File: config.mk
export PLATFORM = sky130hd
export DESIGN_NAME = tinyqv_lsu_flat
export DESIGN_NICKNAME = d
export VERILOG_FILES = /design/src/rtl/tinyqv_lsu_if.sv /design/src/rtl/tinyqv_lsu.sv /design/src/flat_wrapper.sv
export SDC_FILE = /design/constraint.sdc
export NUM_CORES = 1
export LEC_CHECK = 0
export CORE_MARGIN = 2
export CORE_UTILIZATION = 30
export DETAILED_ROUTE_END_ITERATION = 12
export GPL_TIMING_DRIVEN = 0
export PLACE_DENSITY_LB_ADDON = 0.3
export SLEW_MARGIN = 20
export SYNTH_ARGS = -nofsm -noshare
export SYNTH_HDL_FRONTEND = slang
export SYNTH_SLANG_ARGS = --single-unit
File: constraint.sdc
create_clock -name clk -period 3.05 [get_ports clk]
set_input_delay 0.61 -clock clk [delete_from_list [all_inputs] [get_ports clk]]
set_output_delay 0.61 -clock clk [all_outputs]
set_load 0.05 [all_outputs]
File: src/rtl/tinyqv_lsu_if.sv
// Byte-wide req/ack memory bus between the load/store unit and memory.
//   bus_req   : beat request, held until bus_ack
//   bus_we    : 1 = write beat
//   bus_addr  : beat byte address
//   bus_wdata : write byte
//   bus_ack   : beat accepted/completed, bus_rdata valid for reads
//   bus_rdata : read byte
// master = load/store unit, slave = memory.
interface tinyqv_lsu_if #(
  parameter int unsigned ADDR_BITS = 28
);
  logic                 bus_req;
  logic                 bus_we;
  logic [ADDR_BITS-1:0] bus_addr;
  logic [7:0]           bus_wdata;
  logic                 bus_ack;
  logic [7:0]           bus_rdata;

  modport master (
    output bus_req, bus_we, bus_addr, bus_wdata,
    input  bus_ack, bus_rdata
  );

  modport slave (
    input  bus_req, bus_we, bus_addr, bus_wdata,
    output bus_ack, bus_rdata
  );
endinterface

File: src/rtl/tinyqv_lsu.sv
// Load/store unit for tinyqv_core. Captures a core memory op on mem_start,
// runs it as 1/2/4 little-endian byte beats on the req/ack bus and returns
// the raw assembled load word with a one-cycle ready pulse.
// Ports:
//   clk, rstn        : clock, asynchronous active-low reset
//   mem_start        : first cycle of a load/store instruction
//   is_load/is_store : direction qualifiers for mem_start (both = load)
//   mem_op[1:0]      : size 00 byte, 01 half, 1x word
//   addr_in/wdata_in : byte address and store data
//   load_data        : assembled load word, valid with load_data_ready
//   load_data_ready  : one-cycle pulse when a load finishes
//   busy             : transfer on the bus in progress
//   err              : one-cycle pulse on misalignment or bus timeout
//   bus              : byte-wide memory bus (master side)
module tinyqv_lsu #(
  parameter int unsigned ADDR_BITS = 28,
  parameter int unsigned TIMEOUT   = 15
) (
  input  logic                 clk,
  input  logic                 rstn,
  input  logic                 mem_start,
  input  logic                 is_load,
  input  logic                 is_store,
  input  logic [2:0]           mem_op,
  input  logic [ADDR_BITS-1:0] addr_in,
  input  logic [31:0]          wdata_in,
  output logic [31:0]          load_data,
  output logic                 load_data_ready,
  output logic                 busy,
  output logic                 err,
  tinyqv_lsu_if.master         bus
);

  localparam int unsigned WAIT_W  = (TIMEOUT > 1) ? $clog2(TIMEOUT) : 1;
  localparam int unsigned TO_LAST = (TIMEOUT > 0) ? TIMEOUT - 1 : 0;

  typedef enum logic [1:0] {
    IDLE = 2'd0,
    XFER = 2'd1,
    RESP = 2'd2
  } state_t;

  state_t                r_state;
  state_t                w_next;
  logic [ADDR_BITS-1:0]  r_addr;
  logic [31:0]           r_wdata;
  logic [1:0]            r_last;
  logic [1:0]            r_beat;
  logic                  r_load;
  logic                  r_fail;
  logic [WAIT_W-1:0]     r_wait;
  logic [31:0]           r_load_data;

  logic                  w_accept;
  logic                  w_misal;
  logic [1:0]            w_size;
  logic [1:0]            w_last_idx;
  logic                  w_last_beat;
  logic                  w_timeout;
  logic                  w_unused_op;

  assign w_unused_op = mem_op[2];
  assign w_size      = mem_op[1:0];
  // Accept is allowed in RESP so a back-to-back op starts without an idle cycle.
  assign w_accept    = mem_start && (is_load || is_store) && (r_state != XFER);
  assign w_misal     = (w_size == 2'b01) ? addr_in[0]
                     : (w_size[1]        ? (|addr_in[1:0]) : 1'b0);
  assign w_last_idx  = w_size[1] ? 2'd3 : {1'b0, w_size[0]};
  assign w_last_beat = (r_beat == r_last);
  // Fires in the TIMEOUT-th consecutive unacknowledged request cycle of a beat.
  assign w_timeout   = (TIMEOUT != 0) && !bus.bus_ack && (r_wait == WAIT_W'(TO_LAST));

  always_ff @(posedge clk or negedge rstn) begin
    if (!rstn) r_state <= IDLE;
    else       r_state <= w_next;
  end

  always_comb begin
    w_next = r_state;
    unique case (r_state)
      IDLE:    if (w_accept) w_next = w_misal ? RESP : XFER;
      XFER:    if ((bus.bus_ack && w_last_beat) || w_timeout) w_next = RESP;
      RESP:    if (w_accept) w_next = w_misal ? RESP : XFER;
               else          w_next = IDLE;
      default: w_next = IDLE;
    endcase
  end

  always_ff @(posedge clk or negedge rstn) begin
    if (!rstn) begin
      r_addr      <= '0;
      r_wdata     <= '0;
      r_last      <= '0;
      r_beat      <= '0;
      r_load      <= 1'b0;
      r_fail      <= 1'b0;
      r_wait      <= '0;
      r_load_data <= '0;
    end else if (w_accept) begin
      r_addr      <= addr_in;
      r_wdata     <= wdata_in;
      r_last      <= w_last_idx;
      r_beat      <= '0;
      r_load      <= is_load;
      r_fail      <= w_misal;
      r_wait      <= '0;
      r_load_data <= '0;
    end else if (r_state == XFER) begin
      if (bus.bus_ack) begin
        if (r_load) r_load_data[{r_beat, 3'b000} +: 8] <= bus.bus_rdata;
        r_beat <= r_beat + 2'd1;
        r_wait <= '0;
      end else if (w_timeout) begin
        // A timed-out load reports zero, discarding any bytes already read.
        r_fail      <= 1'b1;
        r_load_data <= '0;
      end else begin
        r_wait <= r_wait + 1'b1;
      end
    end
  end

  assign busy            = (r_state == XFER);
  assign load_data_ready = (r_state == RESP) && r_load;
  assign err             = (r_state == RESP) && r_fail;
  assign load_data       = r_load_data;

  assign bus.bus_req   = busy;
  assign bus.bus_we    = busy && !r_load;
  assign bus.bus_addr  = busy ? (r_addr + ADDR_BITS'(r_beat)) : '0;
  assign bus.bus_wdata = busy ? r_wdata[{r_beat, 3'b000} +: 8] : '0;

endmodule

File: src/flat_wrapper.sv
// flat-port wrapper written by rule: the top's interface ports become plain ports
module tinyqv_lsu_flat 
#(
  parameter int unsigned ADDR_BITS = 28,
  parameter int unsigned TIMEOUT   = 15
)
  (clk, rstn, mem_start, is_load, is_store, mem_op, addr_in, wdata_in, load_data, load_data_ready, busy, err, bus_bus_req, bus_bus_we, bus_bus_addr, bus_bus_wdata, bus_bus_ack, bus_bus_rdata);
  tinyqv_lsu_if #(.ADDR_BITS(ADDR_BITS)) bus_i ();
  input  logic clk;
  input  logic rstn;
  input  logic mem_start;
  input  logic is_load;
  input  logic is_store;
  input  logic [2:0] mem_op;
  input  logic [ADDR_BITS-1:0] addr_in;
  input  logic [31:0] wdata_in;
  output logic [31:0] load_data;
  output logic load_data_ready;
  output logic busy;
  output logic err;
  output wire logic [$bits(bus_i.bus_req)-1:0] bus_bus_req;
  output wire logic [$bits(bus_i.bus_we)-1:0] bus_bus_we;
  output wire logic [$bits(bus_i.bus_addr)-1:0] bus_bus_addr;
  output wire logic [$bits(bus_i.bus_wdata)-1:0] bus_bus_wdata;
  input wire logic [$bits(bus_i.bus_ack)-1:0] bus_bus_ack;
  input wire logic [$bits(bus_i.bus_rdata)-1:0] bus_bus_rdata;
  assign bus_bus_req = bus_i.bus_req;
  assign bus_bus_we = bus_i.bus_we;
  assign bus_bus_addr = bus_i.bus_addr;
  assign bus_bus_wdata = bus_i.bus_wdata;
  assign bus_i.bus_ack = bus_bus_ack;
  assign bus_i.bus_rdata = bus_bus_rdata;
  tinyqv_lsu #(.ADDR_BITS(ADDR_BITS), .TIMEOUT(TIMEOUT)) u_core (.clk(clk), .rstn(rstn), .mem_start(mem_start), .is_load(is_load), .is_store(is_store), .mem_op(mem_op), .addr_in(addr_in), .wdata_in(wdata_in), .load_data(load_data), .load_data_ready(load_data_ready), .busy(busy), .err(err), .bus(bus_i));
endmodule
# After elaboration in Yosys (flattened, before gate mapping)

Cells that the tools add are included.

Register bits: 104
Bits of input ports: 77
Output and inout port bits: 73
Word-level logic and storage cells: 76

$add $sub $neg: 4
Eq/ne operators: 11
Shifts and indexed selects: 3
Multiplexer cells: 27
Reductions and logical operators: 22

Operators by type and width:

| operator                                             | number |
|---|---|
| 2-to-1 mux 32 bit                                    | 5 |
| bitwise mux 32 bit                                   | 1 |
| variable shift 8 x 7 -> 32 bit, first input constant | 1 |
| variable part select 32 x 6 -> 8 bit                 | 1 |
| variable part select 8 x 7 -> 32 bit                 | 1 |
| adder 28 x 2 -> 28 bit                               | 1 |
| 2-to-1 mux 28 bit                                    | 1 |
| 2-to-1 mux 2 bit                                     | 8 |
| 2-to-1 mux 4 bit                                     | 4 |
| 2-to-1 mux 8 bit                                     | 1 |
| logical AND 1 bit                                    | 7 |
| negation 5 -> 7 bit                                  | 1 |
| 2-to-1 mux 1 bit                                     | 6 |
| != test 2 x 1 -> 1 bit, second input constant        | 3 |
| case mux 2 bit (3 select lines)                      | 1 |
| AND reduction 2 bit                                  | 3 |
| AND reduction 3 bit                                  | 2 |
| nonzero test 2 bit                                   | 3 |
| adder 4 x 1 -> 4 bit, second input constant          | 1 |
| equality test 2 x 1 -> 1 bit, second input constant  | 2 |
| equality test 4 bit, second input constant           | 1 |
| != test 3 x 1 -> 1 bit, second input constant        | 1 |
| != test 3 x 2 -> 1 bit, second input constant        | 1 |
| nonzero test 3 bit                                   | 1 |
| 8 further kinds                                      | 10 |

# Depth between registers and ports, before layout

Depth in word-level cells: 7
Mapped depth: 8
Mapped depth without buffers: 6

# Worst setup path after synthesis

Ideal clock, no wire load.

Path type: register to output
From: reg u_core.r_beat[1]
To: out bus_bus_addr[27]
Arrival time: 2,398 ps
Data required time: 2,440 ps
Slack: 42 ps
Cell stages (with the launch flop): 6
Buffers on the path: 0
Cells stage by stage: dfrtp_1 ha_1 a21oi_1 or4_1 or3_1 a21oi_1

Longest elaborated chain between the ends: 2

RTL lines:

| what                     | line               | RTL |
|---|---|---|
| start: declaration       | tinyqv_lsu.sv:48   | `logic [1:0] r_beat;` |
| start signal: assignment | tinyqv_lsu.sv:111  | `r_beat <= r_beat + 2'd1;` |
| adder 28 x 2 -> 28 bit   | tinyqv_lsu.sv:130  | `assign bus.bus_addr = busy ? (r_addr + ADDR_BITS'(r_beat)) : '0;` |
| 2-to-1 mux 28 bit        | tinyqv_lsu.sv:130  |  |
| end: declaration         | flat_wrapper.sv:23 | `output wire logic [$bits(bus_i.bus_addr)-1:0] bus_bus_addr;` |

No other way between the ends.

# Worst setup path in the final report

From: reg u_core.r_beat[1]
To: out bus_bus_addr[15]

The elaborated chain is that of the path after synthesis.

==> results.toml <==
[floorplan]
io_pins = 150
die_h_um = 136
die_area_mm2 = 0.0186
core_mm2 = 0.0172
fp-row-count = 48
die_w_um = 136
start_util_pct = 30.6

[yosys]
ys_ff_latch = 104
synth_cell_types = 45
yosys.area.top_type = "dfrtp_1"
syn_nets = 663
synth-edff-count = 0
synthCells = 576
synth_top_area_share_pct = 49.6
avgSynthCellArea_um2 = 9.11
syn_area_mm2 = 0.00525
yosys_most_used_dff = "dfrtp_1"
synthTopCellsByArea = "dfrtp_1 (50%), nand2_1 (15%), mux2i_1 (3.4%), mux4_2 (3.4%), a22o_1 (2.7%)"
ys_seq_area_share_pct = 49.6
ys_warn_count = 0
async_reset_ff_share_pct = 100
yosysMostFrequentCell = "nand2_1"
ys_top_cells_by_count = "nand2_1 (215), dfrtp_1 (104), inv_1 (23)"

[timing]
grt_setup_unrepaired = "yes"
slew_headroom_pct = 46.5
skew_ps = 10.5
max_freq_ghz = 0.334
period_minus_slack_ps = 3000
hold_viol = 0
period_share_pct = 98.3
tightest_slew_ps = 800
setup_slack_ps = 52.6
setup_viol = 0
finalMaxSlewViolations = 0

[place]
pre_cts_ws_ps = -412
hpwl_mm = 10.9
numPortBuffers = 147
dp_cells = 949
gp_congestion = 0.816

[layout]
fin_util_pct = 43.2
area_growth_pct = 41.4
n_antenna_cell = 0
drive_gt1_share_pct = 12.9
n_fill_cell = 1751
finalNonFillerCells = 972
regArea_mm2 = 0.00261
nets = 829
multiInputGateArea_mm2 = 0.00251

[worst_setup_path]
arrival_ps = 2390
critPathLaunch = "u_core.r_beat[1]"
path_class = "reg2out"
crit_path_end_kind = "output pin"
critical_path.slowest_cell = "dfrtp_2"
critPathTopFamily = "simple AND/OR/NAND/NOR gates"
rr_startpoint = "u_core.r_beat[1]"
crit_buf_inv = 2
critPathMaxFanout = 5
critPathMaxStageDelay_ps = 460
path_cells = "ha_4, a21o_1, nand4_1, clkbuf_8, or3_4, a21oi_2, buf_6"
required_ps = 2440
worst_setup_path_start_kind = "flip-flop"

[min_path]
min_path_type = "in2async"

[global_route]
grt_usage_pct = 17.1
antenna_found_initial = 0
grt_max_degree = 79
grt_pass1_wl_mm = 24.3
gr-total-overflow = 0
grt_pass1_vias = 4616

[run]
drv_cap = 0

[clock_tree]
htree_num_levels = 3
clkTransAtPathRegs_ps = 70
root_buffer = "clkbuf_16"
clk_path_buf_depth = 2
clock-sinks = 104
cts_tree = "done"
clock_latency_ps = 350
numCtsBuffers = 9

[detailed_routing]
drt_iter0_markers = 205
drc = 0
wl_mm = 15.2
vias = 4595
wl_per_cell_um = 15.7
dr.pass1.iters = 5
vias_per_cell = 4.73
ant_nets = 0

[power]
power_density_mw_per_mm2 = 845
power_uw = 6270
vdd_ir_drop_max_mv = 0.335
p_leak_uw = 0.00346

[status]
outcome = "finished, final reports clean"
## flip-flops by register name (all words and copies together) (netlist names), 2 cells and up
register,count
u_core.r_wait,4
u_core.r_wdata,32
u_core.r_state,2
u_core.r_addr,28
u_core.r_last,2
u_core.load_data,32
u_core.r_beat,2
## worst paths after layout
kind                       slack, ps                  end  cells past startpoint
setup / recovery                  50     bus_bus_addr[15]                      7
min in group clk                 470   u_core.r_wdata[21]                      2
max in group asynchronous       2250     u_core.r_beat[1]                      2
setup reg to reg                 420  u_core.load_data[3]                      8
hold reg to reg                  470   u_core.r_wdata[21]                      2
hold / removal                   120     u_core.r_addr[8]                      1
## where the power goes
part	internal, uW	total [uW]	switching (uW)
Clock	645	1200	551
Sequential	1800	2170	363
Combinational	1040	2910	1870
Total	3490	6270	2780
## logic make-up after synthesis
group | synth area share (%)
compound gates | 9.34
mux | 6.87
xor+xnor | 2.17
fa+ha+maj | 2.53
simple gates | 25.4
buf+inv | 4.10
flops | 49.6
## per-stage QoR
step	TNS (ps)	instance area, um^2	hold WS [ps]
final	0	7420	122
after global routing	-42.3	7420	134
after CTS	0	7340	125
after detailed placement	-5060	7040	458
after global placement	-301000	7000	455
after floorplan	0	5250	314
## per-layer routing
metal | GRT usage (%) | wire length [um] | part of all wire (%)
met1 | 22.9 | 6980 | 46
met2 | 27.4 | 7190 | 47
met3 | 2.95 | 682 | 4.5
met4 | 7.18 | 373 | 2.4
met5 | 0 | 0 | 0
## layout make-up
| class | instances | share of cell area (%) |
|---|---|---|
| inverters | 24 | 1.21 |
| clock buffers | 9 | 3.03 |
| flip-flops and latches | 104 | 35.1 |
| plain buffers | 28 | 1.99 |
| repair buffers | 155 | 20.0 |
| multi-input cells | 420 | 33.8 |
| clock inverters | 7 | 1.03 |
| well taps | 225 | 3.79 |
## layout by cell type, fill, tap and decap left out, types with 5 or more instances in the layout
master,instances
nand3_1,10
a21oi_1,9
a22o_1,16
mux4_2,8
clkdlybuf4s50_1,108
clkbuf_2,11
and2_1,10
nor2_1,14
nand2_1,215
dlygate4sd2_1,10
mux2i_1,18
inv_1,23
buf_6,7
o21ai_0,17
clkbuf_1,10
buf_4,15
buf_2,10
ha_1,7
clkbuf_16,9
xor2_1,9
o31ai_1,5
or3_1,8
a21oi_2,5
nand4_1,11
dfrtp_1,101
## timing repair
item,4_1_cts,5_1_grt
cloned,0,1
setup endpoints to repair,37,25
hold buffers,0,0
gates resized for setup,116,41
setup buffers,3,3
hold endpoints to repair,0,0
pin swaps,2,7
Note: power is estimated with default switching activity, not from simulation.
